==> src/rtl/sha3_pkg.sv <==
// Shared types and constants for the SHA-3 low-throughput byte packer.
// Holds the packer state encoding and the byte-lane insert helper.
package sha3_pkg;

    localparam int SHA3_LT_WORD_W  = 32;
    localparam int SHA3_LT_BNUM_W  = 2;
    localparam int SHA3_LT_IDX_W   = 2;
    localparam int SHA3_LT_CNT_W   = 3;
    localparam logic [SHA3_LT_CNT_W-1:0] SHA3_LT_FULL_CNT = 3'd4;

    typedef enum logic [2:0] {
        IDLE        = 3'd0,
        ACCUM       = 3'd1,
        EMIT        = 3'd2,
        PAD         = 3'd3,
        WAIT_DIGEST = 3'd4
    } packer_state_e;

    // Big-endian lane write: lane 0 is the most significant byte.
    function automatic logic [SHA3_LT_WORD_W-1:0] lane_insert(
        input logic [SHA3_LT_WORD_W-1:0] word,
        input logic [SHA3_LT_IDX_W-1:0]  idx,
        input logic [7:0]                data
    );
        logic [SHA3_LT_WORD_W-1:0] res;
        res = word;
        case (idx)
            2'd0:    res[31:24] = data;
            2'd1:    res[23:16] = data;
            2'd2:    res[15:8]  = data;
            2'd3:    res[7:0]   = data;
            default: res = word;
        endcase
        return res;
    endfunction

endpackage

==> src/rtl/sha3_word_assembler.sv <==
// Packs message bytes into a 32-bit word and tracks lane index and byte count.
// The FSM in sha3_byte_packer drives the write, first-byte load and clear controls.
module sha3_word_assembler
    import sha3_pkg::*;
(
    input  logic                      clk,
    input  logic                      reset,
    input  logic                      clear,
    input  logic                      wr_en,
    input  logic                      first,
    input  logic [7:0]                data,
    output logic [SHA3_LT_WORD_W-1:0] word,
    output logic [SHA3_LT_IDX_W-1:0]  idx,
    output logic [SHA3_LT_CNT_W-1:0]  byte_cnt
);

    logic [SHA3_LT_WORD_W-1:0] word_r;
    logic [SHA3_LT_WORD_W-1:0] word_n_s;
    logic [SHA3_LT_IDX_W-1:0]  idx_r;
    logic [SHA3_LT_IDX_W-1:0]  idx_n_s;
    logic [SHA3_LT_CNT_W-1:0]  cnt_r;
    logic [SHA3_LT_CNT_W-1:0]  cnt_n_s;

    // Next-state for word, lane index and byte count
    always_comb begin
        word_n_s = word_r;
        idx_n_s  = idx_r;
        cnt_n_s  = cnt_r;
        if (clear) begin
            word_n_s = {SHA3_LT_WORD_W{1'b0}};
            idx_n_s  = {SHA3_LT_IDX_W{1'b0}};
            cnt_n_s  = {SHA3_LT_CNT_W{1'b0}};
        end else if (wr_en) begin
            if (first) begin
                // A new message never inherits stale lanes from the previous one.
                word_n_s = lane_insert({SHA3_LT_WORD_W{1'b0}}, 2'd0, data);
                idx_n_s  = 2'd1;
                cnt_n_s  = 3'd1;
            end else begin
                word_n_s = lane_insert(word_r, idx_r, data);
                idx_n_s  = idx_r + 2'd1;
                cnt_n_s  = cnt_r + 3'd1;
            end
        end else begin
            word_n_s = word_r;
            idx_n_s  = idx_r;
            cnt_n_s  = cnt_r;
        end
    end

    // Assembly registers
    always_ff @(posedge clk) begin
        if (reset) begin
            word_r <= {SHA3_LT_WORD_W{1'b0}};
            idx_r  <= {SHA3_LT_IDX_W{1'b0}};
            cnt_r  <= {SHA3_LT_CNT_W{1'b0}};
        end else begin
            word_r <= word_n_s;
            idx_r  <= idx_n_s;
            cnt_r  <= cnt_n_s;
        end
    end

    assign word     = word_r;
    assign idx      = idx_r;
    assign byte_cnt = cnt_r;

endmodule

==> src/rtl/sha3_byte_packer.sv <==
// Byte-stream to 32-bit word feeder for the SHA-3 low-throughput core.
// Optional message byte counter (msg_bytes port) enabled by SHA3_PACKER_BYTE_CNT_EN.
module sha3_byte_packer
    import sha3_pkg::*;
#(
    parameter int CNT_W = 32
) (
    input  logic                      clk,
    input  logic                      reset,
    input  logic [7:0]                s_data,
    input  logic                      s_valid,
    input  logic                      s_last,
    output logic                      s_ready,
    output logic [SHA3_LT_WORD_W-1:0] core_in,
    output logic                      core_in_ready,
    output logic                      core_is_last,
    output logic [SHA3_LT_BNUM_W-1:0] core_byte_num,
    input  logic                      core_buffer_full,
    input  logic                      core_out_ready,
    output logic                      busy
`ifdef SHA3_PACKER_BYTE_CNT_EN
    ,
    output logic [CNT_W-1:0]          msg_bytes
`endif
);

    packer_state_e             state_r;
    logic                      last_r;
    logic                      xfer_s;
    logic                      first_s;
    logic                      emit_take_s;
    logic [SHA3_LT_WORD_W-1:0] word_s;
    logic [SHA3_LT_IDX_W-1:0]  idx_s;
    logic [SHA3_LT_CNT_W-1:0]  cnt_s;

    assign xfer_s      = s_valid && s_ready;
    assign first_s     = (state_r == IDLE);
    assign emit_take_s = (state_r == EMIT) && !core_buffer_full;

    sha3_word_assembler u_asm (
        .clk      (clk),
        .reset    (reset),
        .clear    (emit_take_s),
        .wr_en    (xfer_s),
        .first    (first_s),
        .data     (s_data),
        .word     (word_s),
        .idx      (idx_s),
        .byte_cnt (cnt_s)
    );

    // Handshake and core-side outputs, all decoded from registered state
    always_comb begin
        s_ready       = 1'b0;
        busy          = 1'b0;
        core_in       = {SHA3_LT_WORD_W{1'b0}};
        core_in_ready = 1'b0;
        core_is_last  = 1'b0;
        core_byte_num = {SHA3_LT_BNUM_W{1'b0}};
        if (reset) begin
            s_ready = 1'b0;
        end else begin
            busy = (state_r != IDLE);
            case (state_r)
                IDLE, ACCUM: begin
                    s_ready = 1'b1;
                end
                EMIT: begin
                    core_in       = word_s;
                    core_in_ready = !core_buffer_full;
                    // A full final word reports is_last on the following empty word instead.
                    if (!core_buffer_full && last_r && (cnt_s != SHA3_LT_FULL_CNT)) begin
                        core_is_last  = 1'b1;
                        core_byte_num = cnt_s[SHA3_LT_BNUM_W-1:0];
                    end else begin
                        core_is_last  = 1'b0;
                    end
                end
                PAD: begin
                    core_in_ready = !core_buffer_full;
                    core_is_last  = !core_buffer_full;
                end
                WAIT_DIGEST: begin
                    s_ready = 1'b0;
                end
                default: begin
                    s_ready = 1'b0;
                end
            endcase
        end
    end

    // Message sequencing FSM
    always_ff @(posedge clk) begin
        if (reset) begin
            state_r <= IDLE;
            last_r  <= 1'b0;
        end else begin
            case (state_r)
                IDLE, ACCUM: begin
                    if (xfer_s) begin
                        if (s_last || (!first_s && (idx_s == 2'd3))) begin
                            state_r <= EMIT;
                            last_r  <= s_last;
                        end else begin
                            state_r <= ACCUM;
                        end
                    end else begin
                        state_r <= state_r;
                    end
                end
                EMIT: begin
                    if (!core_buffer_full) begin
                        if (!last_r) begin
                            state_r <= ACCUM;
                        end else if (cnt_s == SHA3_LT_FULL_CNT) begin
                            state_r <= PAD;
                        end else begin
                            state_r <= WAIT_DIGEST;
                        end
                    end else begin
                        state_r <= EMIT;
                    end
                end
                PAD: begin
                    if (!core_buffer_full) begin
                        state_r <= WAIT_DIGEST;
                    end else begin
                        state_r <= PAD;
                    end
                end
                WAIT_DIGEST: begin
                    if (core_out_ready) begin
                        state_r <= IDLE;
                        last_r  <= 1'b0;
                    end else begin
                        state_r <= WAIT_DIGEST;
                    end
                end
                default: begin
                    state_r <= IDLE;
                    last_r  <= 1'b0;
                end
            endcase
        end
    end

`ifdef SHA3_PACKER_BYTE_CNT_EN
    localparam logic [CNT_W-1:0] CNT_ONE = {{(CNT_W-1){1'b0}}, 1'b1};
    localparam logic [CNT_W-1:0] CNT_MAX = {CNT_W{1'b1}};

    logic [CNT_W-1:0] msg_cnt_r;

    // Saturating per-message byte counter, held until the next message starts
    always_ff @(posedge clk) begin
        if (reset) begin
            msg_cnt_r <= {CNT_W{1'b0}};
        end else if (xfer_s) begin
            if (first_s) begin
                msg_cnt_r <= CNT_ONE;
            end else if (msg_cnt_r != CNT_MAX) begin
                msg_cnt_r <= msg_cnt_r + CNT_ONE;
            end else begin
                msg_cnt_r <= msg_cnt_r;
            end
        end else begin
            msg_cnt_r <= msg_cnt_r;
        end
    end

    assign msg_bytes = msg_cnt_r;
`else
    // CNT_W only sizes the counter, which is absent in this build.
    logic [CNT_W-1:0] cnt_w_unused_s;
    assign cnt_w_unused_s = {CNT_W{1'b0}};
`endif

endmodule

==> config.mk <==
export PLATFORM = sky130hd
export DESIGN_NAME = sha3_byte_packer
export DESIGN_NICKNAME = d
export VERILOG_FILES = /design/src/rtl/sha3_pkg.sv /design/src/rtl/sha3_word_assembler.sv /design/src/rtl/sha3_byte_packer.sv
export SDC_FILE = /design/constraint.sdc
export NUM_CORES = 1
export LEC_CHECK = 0
export ABC_AREA = 1
export CAP_MARGIN = 10
export CORE_ASPECT_RATIO = 1.5
export CORE_MARGIN = 3
export CORE_UTILIZATION = 54
export DETAILED_ROUTE_END_ITERATION = 8
export GPL_TIMING_DRIVEN = 0
export PLACE_DENSITY = 0.84
export RECOVER_POWER = 50
export SLEW_MARGIN = 20
export SYNTH_ARGS = -nofsm -noshare
export SYNTH_HDL_FRONTEND = slang
export SYNTH_SLANG_ARGS = --single-unit
export TNS_END_PERCENT = 20
==> constraint.sdc <==
create_clock -name clk -period 3.55 [get_ports clk]
set_input_delay 0.71 -clock clk [delete_from_list [all_inputs] [get_ports clk]]
set_output_delay 0.71 -clock clk [all_outputs]
set_load 0.03 [all_outputs]
==> impl_metrics.ini, run 1 <==
[sta]
timing.slew.headroom_pct = 43.0
skew_ps = 3.76
worst_pin_slew_ps = 846
tns_ps = 0
fmax_ghz = 0.308
rsz0062_at_grt = no
setup-violations-final = 0
min_period_ps = 3250
report.final.slew_viol_count = 0
finalHoldViolCount = 0
period_share_pct = 91.4

[clocking]
cts_resized = 0
clk_latency_ps = 300
postCtsSetupBuffers = 0
h-tree-depth = 2
cts_sinks = 41
clockRootBuffer = clkbuf_8
numCtsBuffers = 5
path_clk_slew_ps = 70
cts_tree = built
max-clock-path-buffers = 2
hold_buffers = 0

[placement]
place_inst = 440
place_hpwl_um = 4070
globalplace.congestion = 0.846
io_buffers = 50

[critical_path]
critPathMaxFanout = 6
cp.arrival_ps = 2540
crit_path_start_kind = input pin
crit_type = in -> out
crit_path_end_kind = output port
required_ps = 2840

[drt]
drt_iter0_drc = 95
via_per_inst = 5.03
wirelength_um = 5400
vias = 2248
drt_pass1_iterations = 4
drc = 0
post_drt_wl_per_cell_um = 12.1
detail-route-antenna-nets = 0

[grt]
grt_max_degree = 12
grt_pass1_wl_um = 9180
first_global_vias = 2049
grt.total_usage_pct = 23.5
antenna_found_initial = 0
gr-total-overflow = 0

[flow_run]
cap_violations = 0

[layout]
final_nets = 422
stdcell_count = 447
diodes = 0
synthToLayoutAreaGrowth_pct = 28.5
drive_above_1_share_pct = 6.22
n_fill_cell = 352

[worst_hold_path]
hold_path_class = reg -> reg

[pwr]
p_seq_share_pct = 48.2
switching_power_mw = 0.313
p_leak_nw = 1.13
p_comb_share_pct = 21.0
clkPwrFrac_pct = 30.8
intPower_mw = 0.700
cellPowerDensity_mw_per_mm2 = 354
switching_share_pct = 30.9
ir_worst_vdd_mv = 0.305

[yosys]
ys_types = 24
syn_nets = 365
yosysWarnings = 0
syn_inst = 345
synth_seq_cells = 41
syn_avg_cell_area_um2 = 6.46
seq_area_frac_synth_pct = 36.8
netlist_area_mm2 = 0.00223

[floorplanning]
die_y_um = 84.7
io_pins = 52
rows = 28
die_x_um = 58.5
start_util_pct = 56.3
die_area_mm2 = 0.00495
core_area_mm2 = 0.00396

[status]
status = finished clean
[routing by layer]
layer / global-route usage (%) / share of wire, % / vias up
li1: - / - / 1177
met1: 27.1 / 41 / 987
met2: 42.3 / 52 / 76
met3: 3.85 / 5.2 / 8
met4: 8.23 / 1.6 / 0
met5: 0 / 0 / -
[cell type report]
class | count | area [µm²] | area share [%]
Sequential cell | 41 | 821 | 28.7
Clock buffer | 7 | 86.3 | 3.01
Buffer | 14 | 67.6 | 2.36
Inverter | 40 | 150 | 5.24
Tap cell | 45 | 56.3 | 1.97
Multi-Input combinational cell | 250 | 1180 | 41.3
Timing Repair Buffer | 50 | 500 | 17.5
[flip-flops by register name, summed over array words and instances (netlist names)]
signal and count:
u_asm.idx 2, last_r 1, state_r 3, u_asm.word 32
u_asm.byte_cnt 3
[worst paths after layout]
path / start / depth (start not counted) / slack (ps) / to
worst max-delay path: core_buffer_full / 5 / 300 / core_byte_num[0]
worst min register to register: u_asm.word[21] / 2 / 470 / u_asm.word[21]
worst min-delay path: u_asm.word[21] / 2 / 470 / u_asm.word[21]
worst max register to register: state_r[1] / 6 / 1450 / u_asm.byte_cnt[0]
[layout by cell type, fill, tap and decap left out, types with 4 or more instances in the layout]
cell,synthesis,final
nand2_1,113,113
nor2_1,58,58
clkdlybuf4s50_1,0,48
dfxtp_1,41,41
inv_1,39,39
a21oi_1,32,32
nor3_1,12,12
buf_2,9,6
nand4_1,6,6
o21ai_0,4,6
ha_1,6,6
clkbuf_8,0,6
buf_1,4,4
nor2_4,4,4
clkbuf_1,0,4
[cells by family after synthesis]
logic type                 count (synthesis)  synth area share (%)
AOI/OAI and AO/OA                         40                  9.77
xor gates and xnor gates                   1                 0.393
adders and majority gates                  6                  3.37
buffers and inverters                     54                  9.94
DFF                                       41                  36.8
and+or+nand+nor                          203                  39.7
[critical path: stages]
cell             delay (ps)
dlygate4sd3_1           590
inv_1                   160
nand4_1                 190
nor3_1                  180
clkdlybuf4s50_1         700
[power groups by stage]
stage	logic, mW	registers, mW	clock network (mW)
finish	0.213	0.488	0.313
detailed placement	0.213	0.499	0
global route	0.241	0.490	0.327
floorplan	0.152	0.496	0
global placement	0.208	0.498	0
CTS	0.215	0.488	0.313
[stage by stage]
stage               power, mW  util, %  instance area (µm²)  hold slack [ps]  setup slack, ps
floorplan               0.648        -                 2230              445              951
global placement        0.705     70.4                 2790              454              426
detailed placement      0.711     70.4                 2790              456              402
CTS                      1.02     72.5                 2870              467              393
global route             1.06     72.3                 2860              481              172
finish                   1.01     72.3                 2860              469              305
[cells in the mapped netlist (all sizes together)]
cell	instances	area share (%)
dfxtp	41	37
nand3	7	3.1
nor3	12	2.7
buf	14	3.2
inv	40	6.7
nand2	115	20
ha	6	3.4
xor2	1	0.39
nand4	6	1.7
nand3b	1	0.34
a21oi	33	7.9
nor2	62	12
o21ai	6	1.5
o211ai	1	0.34
No activity file was read; power rests on OpenSTA's default activity.
==> inputs of run 2 (changes only) <==
- PLACE_DENSITY: 0.84 -> 0.87
==> run 2 against run 1 <==
Worst hold slack got worse by 4.3 ps. Sequential share of layout area shrank 0.15 points. Sequential power about the same. Utilization grew 0.38 points. Largest power group unchanged. Highest routed layer unchanged.
==> impl_metrics.ini, run 2 (synthesis results as in run 1) <==
[status]
status = finished clean

[floorplanning]
core_area_mm2 = 0.00396
die_x_um = 58.5
die_y_um = 84.7
die_area_mm2 = 0.00495
start_util_pct = 56.3
io_pins = 52
rows = 28

[critical_path]
crit_start = core_buffer_full
crit_path_start_kind = input pin
critPathMaxFanout = 6
crit_type = in -> out
max_stage_delay_ps = 700
crit_chain = dlygate4sd3_1, inv_1, nand4_1, nor3_1, clkdlybuf4s50_1
crit_buf_inv = 3
crit_path_end_kind = output port
ff2ff_setup_slack_ps = 1380
r2r_cells = 6
cpMaxStageDelayCell = clkdlybuf4s50_1
reg2reg_to = u_asm.word[30]
cp_top_family = buffers and inverters
timing.rr.start = state_r[1]
cp.arrival_ps = 2560
required_ps = 2840

[sta]
finalHoldViolCount = 0
timing.slew.headroom_pct = 36.3
rsz0062_at_grt = no
period_share_pct = 92.1
report.final.slew_viol_count = 0
tns_ps = 0
setup-violations-final = 0
skew_ps = 3.74
min_period_ps = 3270
worst_pin_slew_ps = 946
fmax_ghz = 0.306

[clocking]
cts_resized = 0
max-clock-path-buffers = 2
clockRootBuffer = clkbuf_8
h-tree-depth = 2
cts_sinks = 41
path_clk_slew_ps = 70
clk_latency_ps = 290
hold_buffers = 0
postCtsSetupBuffers = 0
numCtsBuffers = 5
cts_tree = built

[grt]
antenna_found_initial = 0
grt_max_degree = 13
grt.total_usage_pct = 23.3
gr-total-overflow = 0
grt_pass1_wl_um = 9060
first_global_vias = 2110

[placement]
place_inst = 440
place_hpwl_um = 4100
globalplace.congestion = 0.859
io_buffers = 50

[drt]
detail-route-antenna-nets = 0
drc = 0
wirelength_um = 5350
vias = 2265
drt_iter0_drc = 102
drt_pass1_iterations = 6
post_drt_wl_per_cell_um = 11.9
via_per_inst = 5.06

[worst_hold_path]
hold_end = u_asm.word[15]
min_from = u_asm.word[15]
hold_path_class = reg -> reg
holdPathStages = 2

[layout]
synthToLayoutAreaGrowth_pct = 29.2
stdcell_count = 448
largest_register_ffs = 32
diodes = 0
final_nets = 422
seq_area_um2 = 821
final_common_cell = nand2_1
drive_above_1_share_pct = 6.70
multi_input_area_mm2 = 0.00118
n_fill_cell = 341
mostFrequentLayoutCells = nand2_1, nor2_1, clkdlybuf4s50_1, dfxtp_1, inv_1

[pwr]
switching_share_pct = 30.3
p_leak_nw = 1.14
intPower_mw = 0.721
ir_worst_vdd_mv = 0.378
cellPowerDensity_mw_per_mm2 = 359
p_seq_share_pct = 47.2
clkPwrFrac_pct = 32.2
p_comb_share_pct = 20.6
switching_power_mw = 0.313

[flow_run]
cap_violations = 0
## run 2: changes by cell type in the layout (fill, tap and decap cells not counted), sizes merged
cell,before,now
clkinv,0,1
## run 2: power groups by stage
stage          Sequential [mW]  Clock (mW)  Combinational, mW
2_1_floorplan            0.496           0              0.152
3_3_place_gp             0.498           0              0.208
3_5_place_dp             0.498           0              0.214
4_1_cts                  0.487       0.344              0.215
5_1_grt                  0.489       0.364              0.240
6_report                 0.488       0.333              0.214
## run 2: area by class of cell
| type | instances | area share, % |
|---|---|---|
| clock inverters | 1 | 0.174 |
| multi-input cells | 250 | 41.1 |
| inverters | 40 | 5.22 |
| flip-flops and latches | 41 | 28.5 |
| plain buffers | 14 | 2.35 |
| clock buffers | 7 | 3.35 |
| repair buffers | 50 | 17.4 |
| well taps | 45 | 1.96 |
## run 2: worst max path at each step
stage | to | slack (ps) | cells after the start
CTS | core_byte_num[1] | 390 | 5
global placement | core_in[16] | 420 | 7
floorplan | core_in[15] | 950 | 6
finish | core_byte_num[1] | 280 | 5
global route | core_byte_num[1] | 170 | 5
detailed placement | core_byte_num[1] | 390 | 5
## run 2: layer usage
| layer | global-route usage, % | wire (µm) | part of all wire (%) |
|---|---|---|---|
| met3 | 5.54 | 241 | 4.5 |
| met1 | 26.0 | 2160 | 40 |
| met5 | 0 | 0 | 0 |
| met4 | 8.23 | 95 | 1.8 |
| met2 | 41.7 | 2850 | 53 |
## run 2: stage by stage
step           power (mW)  setup slack, ps  util, %  hold slack, ps  area (µm²)
3_3_place_gp        0.706              423     70.4             453        2790
4_1_cts              1.05              390     72.9             467        2890
5_1_grt              1.09              170     72.7             490        2880
3_5_place_dp        0.713              392     70.4             455        2790
2_1_floorplan       0.648              951        -             445        2230
6_report             1.03              282     72.7             465        2880
## run 2: worst min-delay path, delay by kind of cell (launching register included)
family | cells | cell delay, ps
flops | 1 | 310
simple gates | 1 | 60
compound gates | 1 | 50
